File: src/rtl/counting_pkg.sv
// Definitions shared by the num symbol generator and the counting sequence detector.
package counting_pkg;

   localparam int SYM_W = 2;
   localparam logic [SYM_W-1:0] IDLE_SYM = 2'b00;

   typedef enum logic [1:0] {
      ST_IDLE = 2'd0,
      ST_RUN  = 2'd1,
      ST_DONE = 2'd2
   } state_t;

endpackage

File: src/rtl/num_pattern_ram.sv
// Pattern store for num_seq_gen: synchronous write, asynchronous read, cleared on reset.
module num_pattern_ram
   import counting_pkg::*;
#(
   parameter int DEPTH = 16,
   localparam int AW = $clog2(DEPTH)
) (
   input  logic             clk,
   input  logic             rst_n,
   input  logic             wr_en,
   input  logic [AW-1:0]    wr_addr,
   input  logic [SYM_W-1:0] wr_data,
   input  logic [AW-1:0]    rd_addr,
   output logic [SYM_W-1:0] rd_data
);

   logic [SYM_W-1:0] mem_q [DEPTH];
   logic [SYM_W-1:0] mem_d [DEPTH];

   always_comb begin
      for (int i = 0; i < DEPTH; i++) begin
         mem_d[i] = mem_q[i];
      end
      if (wr_en) begin
         mem_d[wr_addr] = wr_data;
      end
   end

   always_ff @(posedge clk) begin
      for (int i = 0; i < DEPTH; i++) begin
         if (!rst_n) begin
            mem_q[i] <= IDLE_SYM;
         end else begin
            mem_q[i] <= mem_d[i];
         end
      end
   end

   assign rd_data = mem_q[rd_addr];

endmodule

File: src/rtl/num_seq_gen.sv
// Replays a stored symbol pattern onto the num stream and counts detector ans pulses.
module num_seq_gen
   import counting_pkg::*;
#(
   parameter int DEPTH  = 16,
   parameter int CNT_W  = 8,
   parameter int HOLD_W = 4,
   localparam int AW = $clog2(DEPTH)
) (
   input  logic              clk,
   input  logic              rst_n,
   input  logic              wr_en,
   input  logic [AW-1:0]     wr_addr,
   input  logic [SYM_W-1:0]  wr_data,
   input  logic [AW:0]       len,
   input  logic [CNT_W-1:0]  reps,
   input  logic [HOLD_W-1:0] hold,
   input  logic              start,
   input  logic              abort,
   input  logic              ans_in,
   output logic [SYM_W-1:0]  num,
   output logic              valid,
   output logic              busy,
   output logic              done,
   output logic [CNT_W-1:0]  hit_cnt
);

   localparam logic [AW:0]       LEN_MAX  = (AW+1)'(DEPTH);
   localparam logic [AW:0]       LEN_ONE  = (AW+1)'(1);
   localparam logic [AW-1:0]     IDX_ONE  = AW'(1);
   localparam logic [CNT_W-1:0]  CNT_ONE  = CNT_W'(1);
   localparam logic [HOLD_W-1:0] HOLD_ONE = HOLD_W'(1);

   state_t            state_q, state_d;
   logic [AW:0]       len_q, len_d;
   logic [CNT_W-1:0]  reps_q, reps_d;
   logic [HOLD_W-1:0] hold_q, hold_d;
   logic [AW-1:0]     sym_idx_q, sym_idx_d;
   logic [CNT_W-1:0]  rep_idx_q, rep_idx_d;
   logic [HOLD_W-1:0] hold_cnt_q, hold_cnt_d;
   logic [CNT_W-1:0]  hit_cnt_q, hit_cnt_d;
   logic [SYM_W-1:0]  num_q, num_d;
   logic              valid_q, valid_d;
   logic              busy_q, busy_d;
   logic              done_q, done_d;

   logic              start_ok;
   logic              ram_wr;
   logic              last_hold;
   logic              last_sym;
   logic              last_rep;
   logic [SYM_W-1:0]  rd_data;

   // The RAM is read at the next index so num can be registered without a bubble.
   num_pattern_ram #(.DEPTH(DEPTH)) u_ram (
      .clk     (clk),
      .rst_n   (rst_n),
      .wr_en   (ram_wr),
      .wr_addr (wr_addr),
      .wr_data (wr_data),
      .rd_addr (sym_idx_d),
      .rd_data (rd_data)
   );

   always_comb begin
      start_ok  = start && (len != '0) && (len <= LEN_MAX);
      ram_wr    = wr_en && (state_q == ST_IDLE) && !start_ok;
      last_hold = (hold_cnt_q == hold_q);
      last_sym  = ({1'b0, sym_idx_q} == (len_q - LEN_ONE));
      last_rep  = (rep_idx_q == (reps_q - CNT_ONE));

      state_d    = state_q;
      len_d      = len_q;
      reps_d     = reps_q;
      hold_d     = hold_q;
      sym_idx_d  = sym_idx_q;
      rep_idx_d  = rep_idx_q;
      hold_cnt_d = hold_cnt_q;
      hit_cnt_d  = hit_cnt_q;

      if ((state_q != ST_IDLE) && ans_in && (hit_cnt_q != '1)) begin
         hit_cnt_d = hit_cnt_q + CNT_ONE;
      end

      unique case (state_q)
         ST_IDLE: begin
            if (start_ok) begin
               len_d      = len;
               reps_d     = (reps == '0) ? CNT_ONE : reps;
               hold_d     = hold;
               sym_idx_d  = '0;
               rep_idx_d  = '0;
               hold_cnt_d = '0;
               hit_cnt_d  = '0;
               state_d    = ST_RUN;
            end
         end
         ST_RUN: begin
            if (abort) begin
               state_d = ST_IDLE;
            end else if (!last_hold) begin
               hold_cnt_d = hold_cnt_q + HOLD_ONE;
            end else begin
               hold_cnt_d = '0;
               if (!last_sym) begin
                  sym_idx_d = sym_idx_q + IDX_ONE;
               end else begin
                  sym_idx_d = '0;
                  if (last_rep) begin
                     state_d = ST_DONE;
                  end else begin
                     rep_idx_d = rep_idx_q + CNT_ONE;
                  end
               end
            end
         end
         ST_DONE: begin
            state_d = ST_IDLE;
         end
         default: begin
            state_d = ST_IDLE;
         end
      endcase

      // Outputs follow the next state so they are all registered alongside it.
      valid_d = (state_d == ST_RUN);
      busy_d  = (state_d == ST_RUN);
      done_d  = (state_d == ST_DONE);
      num_d   = (state_d == ST_RUN) ? rd_data : IDLE_SYM;
   end

   always_ff @(posedge clk) begin
      if (!rst_n) begin
         state_q    <= ST_IDLE;
         len_q      <= '0;
         reps_q     <= '0;
         hold_q     <= '0;
         sym_idx_q  <= '0;
         rep_idx_q  <= '0;
         hold_cnt_q <= '0;
         hit_cnt_q  <= '0;
         num_q      <= IDLE_SYM;
         valid_q    <= 1'b0;
         busy_q     <= 1'b0;
         done_q     <= 1'b0;
      end else begin
         state_q    <= state_d;
         len_q      <= len_d;
         reps_q     <= reps_d;
         hold_q     <= hold_d;
         sym_idx_q  <= sym_idx_d;
         rep_idx_q  <= rep_idx_d;
         hold_cnt_q <= hold_cnt_d;
         hit_cnt_q  <= hit_cnt_d;
         num_q      <= num_d;
         valid_q    <= valid_d;
         busy_q     <= busy_d;
         done_q     <= done_d;
      end
   end

   assign num     = num_q;
   assign valid   = valid_q;
   assign busy    = busy_q;
   assign done    = done_q;
   assign hit_cnt = hit_cnt_q;

endmodule

File: config.mk
export PLATFORM = sky130hd
export DESIGN_NAME = num_seq_gen
export DESIGN_NICKNAME = d
export VERILOG_FILES = /design/src/rtl/counting_pkg.sv /design/src/rtl/num_pattern_ram.sv /design/src/rtl/num_seq_gen.sv
export SDC_FILE = /design/constraint.sdc
export NUM_CORES = 1
export LEC_CHECK = 0
export ABC_AREA = 1
export BUFFER_PORTS_ARGS = -buffer_cell sky130_fd_sc_hd__clkbuf_2
export CAP_MARGIN = 20
export CORE_ASPECT_RATIO = 1.4
export CORE_UTILIZATION = 25
export CTS_BUF_LIST = sky130_fd_sc_hd__clkbuf_4 sky130_fd_sc_hd__clkbuf_8 sky130_fd_sc_hd__clkbuf_16
export DETAILED_ROUTE_END_ITERATION = 8
export GPL_ROUTABILITY_DRIVEN = 0
export PLACE_DENSITY = 0.51
export SETUP_SLACK_MARGIN = 0.1
export SLEW_MARGIN = 20
export SYNTH_ARGS = -nofsm -noshare
export SYNTH_HDL_FRONTEND = slang
export SYNTH_SLANG_ARGS = --single-unit
File: constraint.sdc
create_clock -name clk -period 2.2 [get_ports clk]
set_input_delay 0.11 -clock clk [delete_from_list [all_inputs] [get_ports clk]]
set_output_delay 0.11 -clock clk [all_outputs]
set_load 0.01 [all_outputs]
## Yosys cells after proc, flatten, opt, wreduce, memory -nomap -nowiden

Memories as Yosys holds them, arrays and structs flattened. A register that Yosys moved wholly into a read port is not among the register bits.
Index checks and enable logic that the tools add are counted.
W data, S select, Z words.

- Memory bits (writable): 32
- Word-level logic and storage cells: 114
- Register bits: 45
- Memories: 1
- Output and inout port bits: 13
- Bits of input ports: 29

- $add $sub $neg: 6
- Multiplexer cells: 47
- Eq/ne operators: 12
- Reduce and logical (&&, ||, !) cells: 18
- Bitwise logic cells: 17
- $lt $le $gt $ge: 3

Memories:

| memory | words | width | read ports | clocked after memory_dff | write ports | RTL line | RTL |
|---|---|---|---|---|---|---|---|
| u_ram.mem_q | 16 | 2 | 17 | 1 | 16 | num_pattern_ram.sv:17 | `logic [SYM_W-1:0] mem_q [DEPTH];` |

Operators by type and width:

| cell | count |
|---|---|
| $mux W8 | 9 |
| $mux W2 | 22 |
| $bwmux W32 | 1 |
| $mux W32 | 1 |
| $mux W4 | 7 |
| $add A8 B1 Y8 const B | 2 |
| $or A1 B1 Y1 | 16 |
| $pmux W4 S2 | 2 |
| $pmux W8 S2 | 1 |
| $ne A2 B2 Y1 const B | 5 |
| $add A4 B1 Y4 const B | 2 |
| $demux W2 S4 | 1 |
| $eq A8 B8 Y1 | 1 |
| $logic_not A8 Y1 | 1 |
| $ne A8 B8 Y1 const B | 1 |
| $sub A8 B1 Y8 const B | 1 |
| $logic_and A1 B1 Y1 | 7 |
| $reduce_and A6 Y1 | 1 |
| $eq A4 B5 Y1 | 1 |
| $ge A5 B5 Y1 const B | 1 |
| $le A5 B5 Y1 const B | 1 |
| $lt A5 B1 Y1 const B | 1 |
| $not A4 Y5 | 1 |
| $reduce_bool A5 Y1 | 1 |
| other kinds (11) | 16 |

## Longest topological paths before layout

Gate-level depths: netlist of run 1.

- Depth after elaboration: 10
- Gate-level depth with buffers: 19

## Cells and area by module

Synthesis of run 1 repeated with hierarchy kept, for this count alone.

- Cell total of the unflattened synthesis: 634
- Area total of the unflattened synthesis: 4230.3 sq um

Modules (own cells, without submodules):

| module | area each (sq um) | times used | cells an instance |
|---|---|---|---|
| num_seq_gen | 2648.8 | 1 | 394 |
| num_pattern_ram | 1581.5 | 1 | 240 |

## Worst setup path after synthesis of run 1

OpenSTA, ideal clock, no wires.

- Path kind: reg-to-reg
- Start point: reg len_q[0]
- End point: reg num_q[0], in the netlist num[0] (read register of u_ram.mem_q)
- Setup slack: 0.250 ns
- Stages on the path, launching flop included: 18
- Data arrival time: 1.835 ns
- Required time: 2.085 ns
- Cells stage by stage: dfxtp_1 -> inv_1 -> ha_1 -> nand2_1 -> inv_1 -> nor2_1 -> nand3_1 -> nor2_1 -> nand2_1 -> nand2_2 -> nand2_4 -> nand2_4 -> buf_6 -> nand2_1 -> nand3_1 -> nand3_1 -> a21oi_1 -> nor2_1

- Longest elaborated chain between the ends: 9
- Elaborated cells between the ends (all ways): 13
- Those cells by class: add/sub (1); eq/ne (2); mux (8); reduce/logical (2)

RTL lines:

| element | RTL line | RTL |
|---|---|---|
| from (decl) | num_seq_gen.sv:35 | `logic [AW:0] len_q, len_d;` |
| from (signal assigned) | num_seq_gen.sv:148 | `len_q <= len_d;` |
| $sub A5 B1 Y5 * | num_seq_gen.sv:69 | `last_sym = ({1'b0, sym_idx_q} == (len_q - LEN_ONE));` |
| $eq A4 B5 Y1 * | num_seq_gen.sv:69 |  |
| $mux W2 | num_seq_gen.sv:105 | `if (!last_sym) begin` |
| $mux W2 | num_seq_gen.sv:101 | `end else if (!last_hold) begin` |
| $mux W2 | num_seq_gen.sv:99 | `if (abort) begin` |
| $pmux W2 S2 | num_seq_gen.sv:85 | `unique case (state_q)` |
| $eq A2 B1 Y1 | num_seq_gen.sv:129 | `num_d = (state_d == ST_RUN) ? rd_data : IDLE_SYM;` |
| $reduce_and A2 Y1 (no source line) | n/a |  |
| $logic_not A1 Y1 (no source line) | n/a |  |
| to (decl) | num_seq_gen.sv:42 | `logic [SYM_W-1:0] num_q, num_d;` |

Every way passes the cells marked *; elsewhere a longest branch is shown, timed or not.
A chain may end at the register's enable or synchronous reset.

## Final worst setup path of run 1

- Start point: reg len_q[0]
- End point: reg num_q[1], in the netlist num[1] (read register of u_ram.mem_q)

The elaborated chain is that of the path after synthesis.

==> report_table.html, run 1 <==
<table>
<tr><th>Metric</th><th>Value</th></tr>
<tr><th colspan="2">Status</th></tr>
<tr><td>Run status</td><td>finished clean</td></tr>
<tr><th colspan="2">Clock tree</th></tr>
<tr><td>Worst-path clk slew</td><td>0.06 ns</td></tr>
<tr><td>Number of sinks handled by clock tree synthesis</td><td>79</td></tr>
<tr><td>Later-pin clock latency in the skew report</td><td>0.34 ns</td></tr>
<tr><td>Number of levels in the clock H-tree</td><td>3</td></tr>
<tr><td>Clock buffers created by TritonCTS</td><td>9</td></tr>
<tr><td>Hold-fix buffers, CTS</td><td>0</td></tr>
<tr><td>Worst-case clock buffer depth</td><td>2</td></tr>
<tr><td>CTS root buffer</td><td>sky130_fd_sc_hd__clkbuf_16</td></tr>
<tr><td>CTS tree</td><td>done</td></tr>
<tr><th colspan="2">Critical path</th></tr>
<tr><td>Required time of the critical path</td><td>2.44 ns</td></tr>
<tr><td>Element type at the critical path start</td><td>register</td></tr>
<tr><td>Endpoint type of the worst setup path</td><td>register</td></tr>
<tr><td>Worst path most repeated cell</td><td>sky130_fd_sc_hd__nand2_2</td></tr>
<tr><td>Register-to-Register Path Depth</td><td>19</td></tr>
<tr><td>Data arrival time at the worst-slack endpoint</td><td>2.29 ns</td></tr>
<tr><td>Register-to-register setup slack</td><td>0.14 ns</td></tr>
<tr><td>Standard cell with the maximum stage delay on the critical path</td><td>sky130_fd_sc_hd__dfxtp_2</td></tr>
<tr><td>Worst setup path category</td><td>reg2reg</td></tr>
<tr><td>Sequence of cells on the critical path</td><td>inv_4 &gt; ha_4 &gt; nand2_2 &gt; inv_2 &gt; nor2_1 &gt; nand3_1 &gt; nor2_2 &gt; nand2_2 &gt; nand2_2 &gt; nand2_4 &gt; nand2_8 &gt; buf_6 &gt; nand2_2 &gt; nand3_2 &gt; nand3_2 &gt; nand2_2 &gt; nand2_2 &gt; nand2_2 &gt; nor2_1</td></tr>
<tr><td>R2R Path Start</td><td>len_q[0]</td></tr>
<tr><td>Max incr delay on CP</td><td>0.36 ns</td></tr>
<tr><td>Capture instance of the worst register-to-register path</td><td>num[1]</td></tr>
<tr><td>Top fanout value on the critical path</td><td>7</td></tr>
<tr><th colspan="2">Synth</th></tr>
<tr><td>Main area contributors after synthesis</td><td>sky130_fd_sc_hd__dfxtp_1 39%, sky130_fd_sc_hd__nand2_1 9.7%, sky130_fd_sc_hd__a21oi_1 7.7%</td></tr>
<tr><td>Flip-flop and latch count after synthesis</td><td>79</td></tr>
<tr><td>Cell types with the highest counts after synthesis</td><td>105 x sky130_fd_sc_hd__nand2_1, 79 x sky130_fd_sc_hd__dfxtp_1, 72 x sky130_fd_sc_hd__inv_1, 63 x sky130_fd_sc_hd__a21oi_1, 63 x sky130_fd_sc_hd__nand3_1</td></tr>
<tr><td>Average footprint of a synthesized cell</td><td>6.85 µm²</td></tr>
<tr><td>Area leader, netlist</td><td>sky130_fd_sc_hd__dfxtp_1</td></tr>
<tr><td>Share of the synthesized area in the top cell type</td><td>38.8%</td></tr>
<tr><td>Synth Flop Type</td><td>sky130_fd_sc_hd__dfxtp_1</td></tr>
<tr><td>Gate count of the mapped netlist</td><td>595</td></tr>
<tr><td>Sequential-to-total area share from yosys stat</td><td>38.8%</td></tr>
<tr><td>Yosys cell types</td><td>31</td></tr>
<tr><td>Post-synth EDFFs</td><td>0</td></tr>
<tr><td>Net Count, Synth</td><td>630</td></tr>
<tr><td>Post-synthesis cell area</td><td>4080 µm²</td></tr>
<tr><td>Async set or reset register ratio after synthesis</td><td>0%</td></tr>
<tr><td>Synthesis warning total</td><td>0</td></tr>
<tr><td>Leading cell type by number of instances after synthesis</td><td>sky130_fd_sc_hd__nand2_1</td></tr>
<tr><th colspan="2">Drt</th></tr>
<tr><td>Router iterations before antenna repair</td><td>4</td></tr>
<tr><td>Via count of the routed design</td><td>3,871</td></tr>
<tr><td>Number of DRC violations after detailed routing</td><td>0</td></tr>
<tr><td>Post-detailed-routing wire length</td><td>11.0 mm</td></tr>
<tr><td>DRC marker count from the first detailed-route iteration</td><td>139</td></tr>
<tr><td>Number of vias per cell after detailed routing</td><td>4.53</td></tr>
<tr><td>Final ANT Viol Nets</td><td>0</td></tr>
<tr><td>Per-cell routed wire length</td><td>12.9 µm</td></tr>
<tr><th colspan="2">Die</th></tr>
<tr><td>Area of the core</td><td>15,700 µm²</td></tr>
<tr><td>Die outline area</td><td>16,800 µm²</td></tr>
<tr><td>Horiz. Die Dim</td><td>110 µm</td></tr>
<tr><td>Die Y</td><td>153 µm</td></tr>
<tr><td>Ports</td><td>42</td></tr>
<tr><td>Placement row count</td><td>54</td></tr>
<tr><td>Starting density of the core</td><td>25.9%</td></tr>
<tr><th colspan="2">Timing</th></tr>
<tr><td>Transition time at the pin with the least slew margin</td><td>0.549 ns</td></tr>
<tr><td>Slew Limit Fails</td><td>0</td></tr>
<tr><td>Final hold slack</td><td>0.0236 ns</td></tr>
<tr><td>Worst slew margin relative to its limit</td><td>63.1%</td></tr>
<tr><td>Setup TNS</td><td>0 ns</td></tr>
<tr><td>Final clock period utilization by the worst path</td><td>93.5%</td></tr>
<tr><td>Setup repair after global routing missed its margin</td><td>true</td></tr>
<tr><td>Number of failing setup endpoints in the final timing report</td><td>0</td></tr>
<tr><td>Fin Clk Skew</td><td>0.00677 ns</td></tr>
<tr><td>Final critical-path setup slack</td><td>0.144 ns</td></tr>
<tr><td>Maximum frequency from static timing analysis</td><td>486 MHz</td></tr>
<tr><td>Fin crit period</td><td>2.06 ns</td></tr>
<tr><td>Hold Violations, Final</td><td>0</td></tr>
<tr><th colspan="2">Finish</th></tr>
<tr><td>Final net count</td><td>690</td></tr>
<tr><td>Count of inserted antenna diode cells</td><td>0</td></tr>
<tr><td>Share of post-route cells with drive strength above 1</td><td>20.5%</td></tr>
<tr><td>Signed area change from the synthesized netlist to the final layout</td><td>23.0%</td></tr>
<tr><th colspan="2">Global route</th></tr>
<tr><td>Global-route wire length before repair</td><td>17.3 mm</td></tr>
<tr><td>Number of global-route vias before repair</td><td>3,638</td></tr>
<tr><td>Antenna violations before repair</td><td>0</td></tr>
<tr><td>Global route total overflow</td><td>0</td></tr>
<tr><td>Maximum number of pins on one net before global-route repair</td><td>35</td></tr>
<tr><td>Total Routing Usage GR</td><td>13.4%</td></tr>
<tr><th colspan="2">Hold path</th></tr>
<tr><td>Hold Path Depth</td><td>2</td></tr>
<tr><td>Worst Min Path Start</td><td>abort</td></tr>
<tr><td>Hold EP</td><td>state_q[1]</td></tr>
<tr><td>Class of the most critical hold timing path</td><td>in2reg</td></tr>
<tr><th colspan="2">Pwr</th></tr>
<tr><td>Worst IR Drop VDD</td><td>0.323 mV</td></tr>
<tr><td>Static Leak</td><td>2.03 nW</td></tr>
<tr><td>Power per unit of standard cell area</td><td>678 nW/µm²</td></tr>
<tr><th colspan="2">Placement</th></tr>
<tr><td>Post-DP HPWL</td><td>8.18 mm</td></tr>
<tr><td>Worst slack after detailed placement</td><td>0.0883 ns</td></tr>
<tr><td>Number of I/O port buffers</td><td>41</td></tr>
<tr><th colspan="2">Run</th></tr>
<tr><td>Count of maximum capacitance violations</td><td>0</td></tr>
</table>
cells by family (layout without fill, tap and decap cells):
family	count (synthesis)	after routing	share of synthesized area (%)
and+or+nand+nor	265	266	29.6
AOI/OAI and AO/OA	121	121	15.1
buffers and inverters	101	163	9.73
DFF	79	79	38.8
xor gates and xnor gates	23	23	4.94
adders and majority gates	6	6	1.84
worst max path at each step:
stage | startpoint | endpoint | slack, ns | cells after the start
floorplan | len_q[0] | num[0] | 0.25 | 17
global placement | len_q[0] | num[1] | 0.14 | 16
detailed placement | len_q[0] | num[1] | 0.09 | 18
CTS | len_q[0] | num[1] | 0.10 | 17
global route | len_q[0] | num[1] | -0.02 | 18
finish | len_q[0] | num[1] | 0.14 | 19
cell type report:
cell class	count	area [µm²]
well taps	196	245
inverters	82	310
multi-input cells	416	2190
clock buffers	13	268
clock inverters	1	5.00
flip-flops and latches	79	1580
fillers	1756	10700
repair buffers	67	412
cell usage in the layout, fill, tap and decap left out, drive strengths merged:
| cell | instances |
|---|---|
| a211oi | 1 |
| a21oi | 63 |
| a31o | 1 |
| buf | 26 |
| clkbuf | 54 |
| clkinv | 1 |
| dfxtp | 79 |
| ha | 6 |
| inv | 82 |
| nand2 | 114 |
| nand3 | 66 |
| nand4 | 6 |
| nor2 | 60 |
| nor3 | 13 |
| nor3b | 3 |
| nor4 | 3 |
| o21ai | 55 |
| o221ai | 1 |
| or2 | 1 |
| xnor2 | 10 |
| xor2 | 13 |
report_power, final:
| part | total [W] | internal [W] | switching [W] |
|---|---|---|---|
| logic | 0.000489 | 0.000183 | 0.000306 |
| registers | 0.00151 | 0.00148 | 0.0000306 |
| clock network | 0.00140 | 0.000837 | 0.000567 |
| total | 0.00340 | 0.00249 | 0.000904 |
flip-flops by register name, indices dropped and copies added, names as in the netlist:
signal,flops
u_ram.mem_q,32
sym_idx_q,4
done,1
hit_cnt,8
hold_q,4
hold_cnt_q,4
state_q,2
rep_idx_q,8
busy,1
reps_q,8
num,2
len_q,5
worst max-delay path: cells and delay by family (launching register included):
kind	cells	cell delay (ns)
flops	1	0.36
fa+ha+maj	1	0.21
simple gates	15	1.16
buf+inv	3	0.21
per-layer routing:
metal	wire length, µm	vias to the layer above	global-route usage (%)
li1	-	2051	-
met1	4620	1748	14.5
met2	5860	58	25.2
met3	325	14	2.77
met4	187	0	4.38
met5	0	-	0
metrics by stage:
stage	std cells	instance area, µm²	utilization (%)	power, W
after CTS	845	4860	30.9	0.00340
final	854	5010	31.8	0.00340
after global routing	854	5010	31.8	0.00356
after global placement	831	4570	29.0	0.00198
after floorplan	595	4080	-	0.00184
after detailed placement	831	4570	29.0	0.00198
what timing repair did:
action / 4_1_cts / 5_1_grt
pin swaps: 0 / 15
resized for setup: 2 / 34
cloned: 0 / 1
setup buffers: 0 / 8
endpoints found under the setup margin: 2 / 12
No activity file was read; power rests on OpenSTA's default activity.
==> run 2, diff against run 1 <==
- GPL_TIMING_DRIVEN: unset -> 0
==> run 2 against run 1 <==
Effect of this change: via count is 0.13% higher; maximum frequency grew 1.4%; global-route usage rose by 0.94 points; first-iteration DRC count is 11% higher; register-to-register slack better by 0.03 ns; core utilization down 0.056 points; clock skew is 0.0017 ns higher; final cell count unchanged; critical path type unchanged; largest cell class unchanged; largest power group is now the clock network.
==> report_table.html, run 2 (synthesis results as in run 1) <==
<table>
<tr><th>Metric</th><th>Value</th></tr>
<tr><th colspan="2">Finish</th></tr>
<tr><td>Register with the most flip-flops</td><td>u_ram.mem_q</td></tr>
<tr><td>Filler cell count in the final layout</td><td>1,728 (-1.6%)</td></tr>
<tr><td>Most common library cell in the layout ignoring fill and taps</td><td>sky130_fd_sc_hd__nand2_1</td></tr>
<tr><td>Signed area change from the synthesized netlist to the final layout</td><td>22.8%</td></tr>
<tr><td>Final net count</td><td>688 (-0.29%)</td></tr>
<tr><td>Flip-flop count of the largest register after layout</td><td>32 (unchanged)</td></tr>
<tr><td>Highest-count cells in the layout ignoring fill and taps</td><td>103 x sky130_fd_sc_hd__nand2_1, 77 x sky130_fd_sc_hd__dfxtp_1, 69 x sky130_fd_sc_hd__inv_1</td></tr>
<tr><td>Share of the core filled with cells in the final layout</td><td>31.8% (-0.056 points)</td></tr>
<tr><td>Count of inserted antenna diode cells</td><td>0 (unchanged)</td></tr>
<tr><td>Share of post-route cells with drive strength above 1</td><td>17.6% (-2.9 points)</td></tr>
<tr><th colspan="2">Critical path</th></tr>
<tr><td>Data arrival time at the worst-slack endpoint</td><td>2.27 ns (-0.02 ns)</td></tr>
<tr><td>Top fanout value on the critical path</td><td>5 (-2)</td></tr>
<tr><td>Required time of the critical path</td><td>2.44 ns (about the same)</td></tr>
<tr><td>Worst setup path category</td><td>reg2reg</td></tr>
<tr><td>Worst path most repeated cell</td><td>sky130_fd_sc_hd__nand3_1</td></tr>
<tr><td>End of the critical path</td><td>num[0]</td></tr>
<tr><td>Critical Path Source</td><td>len_q[0]</td></tr>
<tr><td>Logic depth of the worst setup path including buffers</td><td>16 (-3)</td></tr>
<tr><td>Buf/Inv on CP</td><td>2 (-1)</td></tr>
<tr><td>R2R Path Start</td><td>len_q[0]</td></tr>
<tr><td>Sequence of cells on the critical path</td><td>inv_2 &gt; ha_4 &gt; nor2_1 &gt; nor2_1 &gt; nand3_1 &gt; nor2_2 &gt; nand2_2 &gt; nand2_2 &gt; nand2_4 &gt; nand2_4 &gt; buf_6 &gt; nand2_1 &gt; nand3_1 &gt; nand3_1 &gt; a21oi_2 &gt; nor2_2</td></tr>
<tr><td>Top delay family on crit path</td><td>simple AND/OR/NAND/NOR gates</td></tr>
<tr><td>Register-to-register setup slack</td><td>0.17 ns (+0.03 ns)</td></tr>
<tr><td>Standard cell with the maximum stage delay on the critical path</td><td>sky130_fd_sc_hd__dfxtp_2</td></tr>
<tr><td>Register-to-Register Path Depth</td><td>16 (-3)</td></tr>
<tr><td>Max incr delay on CP</td><td>0.33 ns (-0.03 ns)</td></tr>
<tr><td>Element type at the critical path start</td><td>register</td></tr>
<tr><td>Endpoint type of the worst setup path</td><td>register</td></tr>
<tr><td>Capture instance of the worst register-to-register path</td><td>num[0]</td></tr>
<tr><th colspan="2">Clock tree</th></tr>
<tr><td>Worst-path clk slew</td><td>0.06 ns (about the same)</td></tr>
<tr><td>Number of sinks handled by clock tree synthesis</td><td>79 (unchanged)</td></tr>
<tr><td>CTS root buffer</td><td>sky130_fd_sc_hd__clkbuf_16</td></tr>
<tr><td>Hold-fix buffers, CTS</td><td>0 (unchanged)</td></tr>
<tr><td>Later-pin clock latency in the skew report</td><td>0.35 ns (about the same)</td></tr>
<tr><td>CTS tree</td><td>done</td></tr>
<tr><td>Clock buffers created by TritonCTS</td><td>9 (unchanged)</td></tr>
<tr><td>Number of levels in the clock H-tree</td><td>3 (unchanged)</td></tr>
<tr><td>Worst-case clock buffer depth</td><td>2 (unchanged)</td></tr>
<tr><th colspan="2">Timing</th></tr>
<tr><td>Fin Clk Skew</td><td>0.00844 ns (+0.00167 ns)</td></tr>
<tr><td>Final clock period utilization by the worst path</td><td>92.2% (-1.3 points)</td></tr>
<tr><td>Transition time at the pin with the least slew margin</td><td>0.597 ns (+0.0479 ns)</td></tr>
<tr><td>Fin crit period</td><td>2.03 ns (-0.0281 ns)</td></tr>
<tr><td>Number of failing setup endpoints in the final timing report</td><td>0 (unchanged)</td></tr>
<tr><td>Setup repair after global routing missed its margin</td><td>true</td></tr>
<tr><td>Maximum frequency from static timing analysis</td><td>493 MHz (+1.4%)</td></tr>
<tr><td>Hold Violations, Final</td><td>0 (unchanged)</td></tr>
<tr><td>Worst slew margin relative to its limit</td><td>60.2% (-2.9 points)</td></tr>
<tr><td>Final critical-path setup slack</td><td>0.172 ns (+0.0281 ns)</td></tr>
<tr><td>Slew Limit Fails</td><td>0 (unchanged)</td></tr>
<tr><th colspan="2">Die</th></tr>
<tr><td>Ports</td><td>42 (unchanged)</td></tr>
<tr><td>Horiz. Die Dim</td><td>110 µm (unchanged)</td></tr>
<tr><td>Area of the core</td><td>15,700 µm² (unchanged)</td></tr>
<tr><td>Die outline area</td><td>16,800 µm² (unchanged)</td></tr>
<tr><td>Die Y</td><td>153 µm (unchanged)</td></tr>
<tr><td>Starting density of the core</td><td>25.9% (unchanged)</td></tr>
<tr><td>Placement row count</td><td>54 (unchanged)</td></tr>
<tr><th colspan="2">Global route</th></tr>
<tr><td>Maximum number of pins on one net before global-route repair</td><td>14 (-60%)</td></tr>
<tr><td>Antenna violations before repair</td><td>0 (unchanged)</td></tr>
<tr><td>Number of global-route vias before repair</td><td>3,769 (+3.6%)</td></tr>
<tr><td>Total Routing Usage GR</td><td>14.4% (+0.94 points)</td></tr>
<tr><td>Global-route wire length before repair</td><td>18.5 mm (+6.8%)</td></tr>
<tr><td>Global route total overflow</td><td>0 (unchanged)</td></tr>
<tr><th colspan="2">Drt</th></tr>
<tr><td>Post-detailed-routing wire length</td><td>11.2 mm (+2.2%)</td></tr>
<tr><td>DRC marker count from the first detailed-route iteration</td><td>154 (+11%)</td></tr>
<tr><td>Final ANT Viol Nets</td><td>0 (unchanged)</td></tr>
<tr><td>Via count of the routed design</td><td>3,876 (+0.13%)</td></tr>
<tr><td>Per-cell routed wire length</td><td>13.2 µm (+2.2%)</td></tr>
<tr><td>Number of vias per cell after detailed routing</td><td>4.54 (+0.13%)</td></tr>
<tr><td>Number of DRC violations after detailed routing</td><td>0 (unchanged)</td></tr>
<tr><td>Router iterations before antenna repair</td><td>4 (unchanged)</td></tr>
<tr><th colspan="2">Status</th></tr>
<tr><td>Run status</td><td>finished clean</td></tr>
<tr><th colspan="2">Run</th></tr>
<tr><td>Count of maximum capacitance violations</td><td>0 (unchanged)</td></tr>
<tr><th colspan="2">Pwr</th></tr>
<tr><td>Worst IR Drop VDD</td><td>0.326 mV (+0.89%)</td></tr>
<tr><td>Static Leak</td><td>2.00 nW (-1.8%)</td></tr>
<tr><td>Power per unit of standard cell area</td><td>719 nW/µm² (+6.1%)</td></tr>
<tr><th colspan="2">Placement</th></tr>
<tr><td>Post-DP HPWL</td><td>8.34 mm (+2.0%)</td></tr>
<tr><td>Number of I/O port buffers</td><td>40 (-2.4%)</td></tr>
<tr><td>Worst slack after detailed placement</td><td>-0.0866 ns (-0.175 ns)</td></tr>
<tr><th colspan="2">Hold path</th></tr>
<tr><td>Class of the most critical hold timing path</td><td>in2reg</td></tr>
</table>
[run 2: cell count changes in the layout (fill, tap and decap cells not counted), moves of 3 or more]
cell	delta
sky130_fd_sc_hd__buf_4	-19
sky130_fd_sc_hd__clkbuf_1	+14
sky130_fd_sc_hd__nand2_2	-7
sky130_fd_sc_hd__nand2_1	+6
sky130_fd_sc_hd__clkinvlp_4	+3
sky130_fd_sc_hd__inv_2	-3
[run 2: layout make-up]
cell class | instances | area (µm²) | share of cell area, %
multi-input combinational | 416 | 2180 | 43.6
sequential | 79 | 1580 | 31.7
inverter | 82 | 313 | 6.25
timing repair buffer | 45 | 263 | 5.25
tap | 196 | 245 | 4.90
clock buffer | 10 | 233 | 4.65
buffer | 19 | 92.6 | 1.85
clock inverter | 6 | 85.1 | 1.70
timing repair inverter | 1 | 7.51 | 0.150
[run 2: metrics by stage]
step                hold WS, ns  total power [W]  TNS [ns]  area [µm²]  cells
floorplan                 0.189          0.00184         0        4080    595
global placement          0.393          0.00197    -0.141        4520    831
detailed placement        0.384          0.00198    -0.159        4520    831
CTS                      0.0203          0.00362         0        4940    853
global route             0.0447          0.00376    -0.102        5000    854
finish                   0.0301          0.00360         0        5000    854
[run 2: metal layers]
metal	vias up	part of all wire (%)	global-route usage, %	routed length [µm]
li1	2048	-	-	-
met1	1756	43	16.8	4890
met2	55	52	25.1	5790
met3	17	2.4	1.83	266
met4	0	2.6	7.11	289
met5	-	0	0	0
[run 2: power breakdown]
| part | total (W) | switching (W) | internal, W |
|---|---|---|---|
| Sequential | 0.00151 | 0.0000304 | 0.00147 |
| Clock | 0.00162 | 0.000621 | 0.00100 |
| Combinational | 0.000472 | 0.000304 | 0.000168 |
[run 2: worst register-to-register path, stage by stage, from the launching register on]
cell                      delay, ns
sky130_fd_sc_hd__dfxtp_2       0.33
sky130_fd_sc_hd__inv_2         0.06
sky130_fd_sc_hd__ha_4          0.26
sky130_fd_sc_hd__nor2_1        0.03
sky130_fd_sc_hd__nor2_1        0.10
sky130_fd_sc_hd__nand3_1       0.08
sky130_fd_sc_hd__nor2_2        0.13
sky130_fd_sc_hd__nand2_2       0.08
sky130_fd_sc_hd__nand2_2       0.08
sky130_fd_sc_hd__nand2_4       0.09
sky130_fd_sc_hd__nand2_4       0.11
sky130_fd_sc_hd__buf_6         0.13
sky130_fd_sc_hd__nand2_1       0.06
sky130_fd_sc_hd__nand3_1       0.08
sky130_fd_sc_hd__nand3_1       0.10
sky130_fd_sc_hd__a21oi_2       0.15
sky130_fd_sc_hd__nor2_2        0.06
[run 2: how the worst min path moves through the flow]
stage / from / endpoint / slack (ns) / cells past startpoint
floorplan: abort / done / 0.19 / 1
global placement: abort / state_q[1] / 0.39 / 2
detailed placement: abort / state_q[1] / 0.38 / 2
CTS: abort / state_q[1] / 0.02 / 2
global route: abort / state_q[1] / 0.04 / 2
finish: abort / state_q[1] / 0.03 / 2
[run 2: repair_timing]
action                                 4_1_cts  5_1_grt
setup endpoints to repair                    2       13
setup buffers                                4        0
endpoints found under the hold margin        0        0
gates cloned                                 2        1
pin swaps                                    6        7
gates resized for setup                     11       16
==> run 3, diff against run 2 <==
- RECOVER_POWER: unset -> 25
- SYNTH_HIERARCHICAL: unset -> 1
- clock period: 2.2 -> 2.5 ns (I/O delays scaled with it)
==> run 3 against run 2 <==
Effect of this change: hold slack improved by 0.0031 ns; register-to-register slack lost 0.05 ns; routed wire length rose by 0.95%; synthesized cell count up 6.6%; non-clock buffer count rose by 6; the flow now finishes with violations (DRC); flip-flop and latch count is the same; critical path depth is 3 higher; largest cell class unchanged; core utilization increased by 0.40 points; worst setup slack got worse by 0.050 ns; largest power group unchanged; critical endpoint is now num[1].
==> report_table.html, run 3 <==
<table>
<tr><th>Metric</th><th>Value</th></tr>
<tr><th colspan="2">Clock tree</th></tr>
<tr><td>Later-pin clock latency in the skew report</td><td>0.34 ns (about the same)</td></tr>
<tr><td>Worst-case clock buffer depth</td><td>2 (unchanged)</td></tr>
<tr><td>CTS tree</td><td>done</td></tr>
<tr><td>Clock buffers created by TritonCTS</td><td>9 (unchanged)</td></tr>
<tr><td>Number of levels in the clock H-tree</td><td>3 (unchanged)</td></tr>
<tr><td>CTS root buffer</td><td>sky130_fd_sc_hd__clkbuf_16</td></tr>
<tr><td>Worst-path clk slew</td><td>0.07 ns (about the same)</td></tr>
<tr><td>Number of sinks handled by clock tree synthesis</td><td>79 (unchanged)</td></tr>
<tr><th colspan="2">Synth</th></tr>
<tr><td>Synthesis warning total</td><td>6 (+6)</td></tr>
<tr><td>Average footprint of a synthesized cell</td><td>6.67 µm² (-2.6%)</td></tr>
<tr><td>Async set or reset register ratio after synthesis</td><td>0% (unchanged)</td></tr>
<tr><td>Flip-flop and latch count after synthesis</td><td>79 (unchanged)</td></tr>
<tr><td>Area leader, netlist</td><td>sky130_fd_sc_hd__dfxtp_1</td></tr>
<tr><td>Cell types with the highest counts after synthesis</td><td>126 x sky130_fd_sc_hd__nand2_1, 84 x sky130_fd_sc_hd__nor2_1, 79 x sky130_fd_sc_hd__dfxtp_1, 78 x sky130_fd_sc_hd__inv_1, 62 x sky130_fd_sc_hd__nand3_1</td></tr>
<tr><td>Net Count, Synth</td><td>669 (+6.2%)</td></tr>
<tr><td>Gate count of the mapped netlist</td><td>634 (+6.6%)</td></tr>
<tr><td>Main area contributors after synthesis</td><td>sky130_fd_sc_hd__dfxtp_1 37%, sky130_fd_sc_hd__nand2_1 11%, sky130_fd_sc_hd__nor2_1 7.5%</td></tr>
<tr><td>Post-synthesis cell area</td><td>4230 µm² (+3.8%)</td></tr>
<tr><td>Yosys cell types</td><td>39 (+26%)</td></tr>
<tr><td>Leading cell type by number of instances after synthesis</td><td>sky130_fd_sc_hd__nand2_1</td></tr>
<tr><td>Synth Flop Type</td><td>sky130_fd_sc_hd__dfxtp_1</td></tr>
<tr><td>Post-synth EDFFs</td><td>0 (unchanged)</td></tr>
<tr><td>Sequential-to-total area share from yosys stat</td><td>37.4% (-1.4 points)</td></tr>
<tr><td>Share of the synthesized area in the top cell type</td><td>37.4% (-1.4 points)</td></tr>
<tr><th colspan="2">Timing</th></tr>
<tr><td>Setup TNS</td><td>0 ns (unchanged)</td></tr>
<tr><td>Transition time at the pin with the least slew margin</td><td>0.536 ns (-0.0605 ns)</td></tr>
<tr><td>Slew Limit Fails</td><td>0 (unchanged)</td></tr>
<tr><td>Setup repair after global routing missed its margin</td><td>true</td></tr>
<tr><td>Number of failing setup endpoints in the final timing report</td><td>0 (unchanged)</td></tr>
<tr><td>Final clock period utilization by the worst path</td><td>95.1% (+2.9 points)</td></tr>
<tr><td>Fin Clk Skew</td><td>0.00680 ns (-0.00164 ns)</td></tr>
<tr><td>Fin crit period</td><td>2.38 ns (+0.350 ns)</td></tr>
<tr><td>Maximum frequency from static timing analysis</td><td>420 MHz (-15%)</td></tr>
<tr><td>Hold Violations, Final</td><td>0 (unchanged)</td></tr>
<tr><td>Worst slew margin relative to its limit</td><td>64.3% (+4.0 points)</td></tr>
<tr><th colspan="2">Die</th></tr>
<tr><td>Placement row count</td><td>55 (+1.9%)</td></tr>
<tr><td>Ports</td><td>42 (unchanged)</td></tr>
<tr><td>Die outline area</td><td>17,500 µm² (+3.7%)</td></tr>
<tr><td>Area of the core</td><td>16,400 µm² (+4.0%)</td></tr>
<tr><td>Starting density of the core</td><td>25.8% (-0.065 points)</td></tr>
<tr><td>Die Y</td><td>156 µm (+1.8%)</td></tr>
<tr><td>Horiz. Die Dim</td><td>112 µm (+1.8%)</td></tr>
<tr><th colspan="2">Critical path</th></tr>
<tr><td>Element type at the critical path start</td><td>register</td></tr>
<tr><td>Required time of the critical path</td><td>2.74 ns (+0.30 ns)</td></tr>
<tr><td>Worst setup path category</td><td>reg2reg</td></tr>
<tr><td>Top fanout value on the critical path</td><td>6 (+1)</td></tr>
<tr><td>Data arrival time at the worst-slack endpoint</td><td>2.61 ns (+0.34 ns)</td></tr>
<tr><td>Endpoint type of the worst setup path</td><td>register</td></tr>
<tr><th colspan="2">Finish</th></tr>
<tr><td>Count of inserted antenna diode cells</td><td>0 (unchanged)</td></tr>
<tr><td>Signed area change from the synthesized netlist to the final layout</td><td>24.6%</td></tr>
<tr><td>Cell area after layout</td><td>5270 µm² (+5.4%)</td></tr>
<tr><td>Final standard cell count with taps included and fillers excluded</td><td>898 (+5.2%)</td></tr>
<tr><td>Highest-count cells in the layout ignoring fill and taps</td><td>114 x sky130_fd_sc_hd__nand2_1, 80 x sky130_fd_sc_hd__nor2_1, 77 x sky130_fd_sc_hd__dfxtp_1</td></tr>
<tr><td>Final net count</td><td>729 (+6.0%)</td></tr>
<tr><td>Most common library cell in the layout ignoring fill and taps</td><td>sky130_fd_sc_hd__nand2_1</td></tr>
<tr><td>Flip-flop count of the largest register after layout</td><td>32 (unchanged)</td></tr>
<tr><td>Register with the most flip-flops</td><td>u_ram/mem_q</td></tr>
<tr><td>Filler cell count in the final layout</td><td>1,817 (+5.2%)</td></tr>
<tr><td>Share of post-route cells with drive strength above 1</td><td>18.6% (+0.97 points)</td></tr>
<tr><th colspan="2">Drt</th></tr>
<tr><td>Router iterations before antenna repair</td><td>6 (+2)</td></tr>
<tr><td>Number of DRC violations after detailed routing</td><td>2 (+2)</td></tr>
<tr><td>Per-cell routed wire length</td><td>12.6 µm (-4.0%)</td></tr>
<tr><td>Final ANT Viol Nets</td><td>0 (unchanged)</td></tr>
<tr><td>Post-detailed-routing wire length</td><td>11.3 mm (+0.95%)</td></tr>
<tr><td>DRC marker count from the first detailed-route iteration</td><td>139 (-9.7%)</td></tr>
<tr><td>Via count of the routed design</td><td>4,067 (+4.9%)</td></tr>
<tr><td>Number of vias per cell after detailed routing</td><td>4.53 (-0.21%)</td></tr>
<tr><th colspan="2">Status</th></tr>
<tr><td>Run status</td><td>finished with violations</td></tr>
<tr><td>Violations in the final reports</td><td>DRC</td></tr>
<tr><th colspan="2">Pwr</th></tr>
<tr><td>Power Total</td><td>0.00323 W (-10%)</td></tr>
<tr><td>Worst IR Drop VDD</td><td>0.231 mV (-29%)</td></tr>
<tr><td>Power per unit of standard cell area</td><td>613 nW/µm² (-15%)</td></tr>
<tr><td>Static Leak</td><td>2.18 nW (+9.1%)</td></tr>
<tr><th colspan="2">Global route</th></tr>
<tr><td>Antenna violations before repair</td><td>0 (unchanged)</td></tr>
<tr><td>Global-route wire length before repair</td><td>18.8 mm (+1.5%)</td></tr>
<tr><td>Total Routing Usage GR</td><td>13.6% (-0.74 points)</td></tr>
<tr><td>Number of global-route vias before repair</td><td>3,947 (+4.7%)</td></tr>
<tr><td>Global route total overflow</td><td>0 (unchanged)</td></tr>
<tr><td>Maximum number of pins on one net before global-route repair</td><td>15 (+1)</td></tr>
<tr><th colspan="2">Placement</th></tr>
<tr><td>Number of placed instances with taps included</td><td>874 (+5.2%)</td></tr>
<tr><td>Placed instance area</td><td>4680 µm² (+3.6%)</td></tr>
<tr><td>Number of I/O port buffers</td><td>41 (+2.5%)</td></tr>
<tr><td>Post-DP HPWL</td><td>8.46 mm (+1.4%)</td></tr>
<tr><th colspan="2">Run</th></tr>
<tr><td>Count of maximum capacitance violations</td><td>0 (unchanged)</td></tr>
<tr><th colspan="2">Hold path</th></tr>
<tr><td>Class of the most critical hold timing path</td><td>in2reg</td></tr>
</table>
[run 3: cell types whose count changed after synthesis, moves of 4 or more]
| cell | delta |
|---|---|
| sky130_fd_sc_hd__a21oi_1 | -12 |
| sky130_fd_sc_hd__o21ai_1 | +4 |
| sky130_fd_sc_hd__nor2_1 | +28 |
| sky130_fd_sc_hd__xnor2_1 | -5 |
| sky130_fd_sc_hd__clkbuf_1 | -5 |
| sky130_fd_sc_hd__inv_2 | -7 |
| sky130_fd_sc_hd__xor2_1 | +4 |
| sky130_fd_sc_hd__inv_1 | +6 |
| sky130_fd_sc_hd__nand2_1 | +21 |
| sky130_fd_sc_hd__nor3_1 | -8 |
[run 3: final cells by class]
type	instances	area [µm²]	area share [%]
sequential	79	1580	30.0
clock inverter	7	97.6	1.85
multi-input combinational	449	2350	44.5
inverter	85	338	6.41
tap	199	249	4.72
timing repair buffer	49	295	5.60
buffer	21	136	2.59
clock buffer	9	225	4.27
[run 3: what timing repair did]
item,4_1_cts,5_1_grt
gates cloned,1,2
buffers inserted,2,3
resized for setup,10,53
pin swaps,3,25
hold buffers,0,0
setup endpoints to repair,2,2
[run 3: per-layer routing]
| metal | GRT usage [%] | vias up | part of all wire (%) |
|---|---|---|---|
| li1 | - | 2151 | - |
| met1 | 15.2 | 1852 | 42 |
| met2 | 25.1 | 50 | 53 |
| met3 | 2.02 | 14 | 2.3 |
| met4 | 6.54 | 0 | 2.0 |
| met5 | 0 | - | 0 |
[run 3: cell families after synthesis]
logic type	Yosys count	share of synthesized area [%]
and+or+nand+nor	304	31.5
DFF	79	37.4
adders and majority gates	6	1.77
AOI/OAI and AO/OA	117	14.5
xor gates and xnor gates	22	4.55
buffers and inverters	106	10.3
[run 3: final timing paths]
| kind | start | to | slack (ns) | depth (start not counted) |
|---|---|---|---|---|
| max reg2reg | len_q[0] | num[1] | 0.12 | 19 |
| max | len_q[0] | num[1] | 0.12 | 19 |
| min reg2reg | u_ram/mem_q[9][1] | u_ram/mem_q[9][1] | 0.45 | 2 |
| min | hold[2] | hold_q[2] | 0.03 | 3 |
[run 3: power breakdown]
part / total, W / switching [W] / internal [W] / leakage (nW)
Combinational: 0.000459 / 0.000288 / 0.000172 / 1.39
Clock: 0.00143 / 0.000557 / 0.000876 / 0.152
Sequential: 0.00134 / 0.0000359 / 0.00130 / 0.642
[run 3: metrics by stage]
stage	util, %	setup WS, ns	hold WS, ns
2_1_floorplan	-	0.326	0.263
3_3_place_gp	28.6	-0.0651	0.374
3_5_place_dp	28.6	-0.0751	0.385
4_1_cts	30.8	0.101	0.0204
5_1_grt	32.2	-0.0896	0.0449
6_report	32.2	0.121	0.0332
[run 3: critical path, cell delays in order (launching register included)]
cell and delay (ns):
sky130_fd_sc_hd__dfxtp_2 0.33, sky130_fd_sc_hd__inv_2 0.05, sky130_fd_sc_hd__ha_4 0.26, sky130_fd_sc_hd__xor2_1 0.13, sky130_fd_sc_hd__nand3_1 0.08, sky130_fd_sc_hd__nor2_1 0.10, sky130_fd_sc_hd__nand2_1 0.10, sky130_fd_sc_hd__a31o_2 0.27
sky130_fd_sc_hd__o21ai_2 0.07, sky130_fd_sc_hd__inv_2 0.09, sky130_fd_sc_hd__buf_12 0.15, sky130_fd_sc_hd__clkinv_8 0.06, sky130_fd_sc_hd__buf_8 0.11, sky130_fd_sc_hd__nand2_1 0.07, sky130_fd_sc_hd__nand3_2 0.07, sky130_fd_sc_hd__nand3_2 0.07
sky130_fd_sc_hd__nand3_2 0.09, sky130_fd_sc_hd__nand2_2 0.08, sky130_fd_sc_hd__inv_2 0.06, sky130_fd_sc_hd__nor2_2 0.03
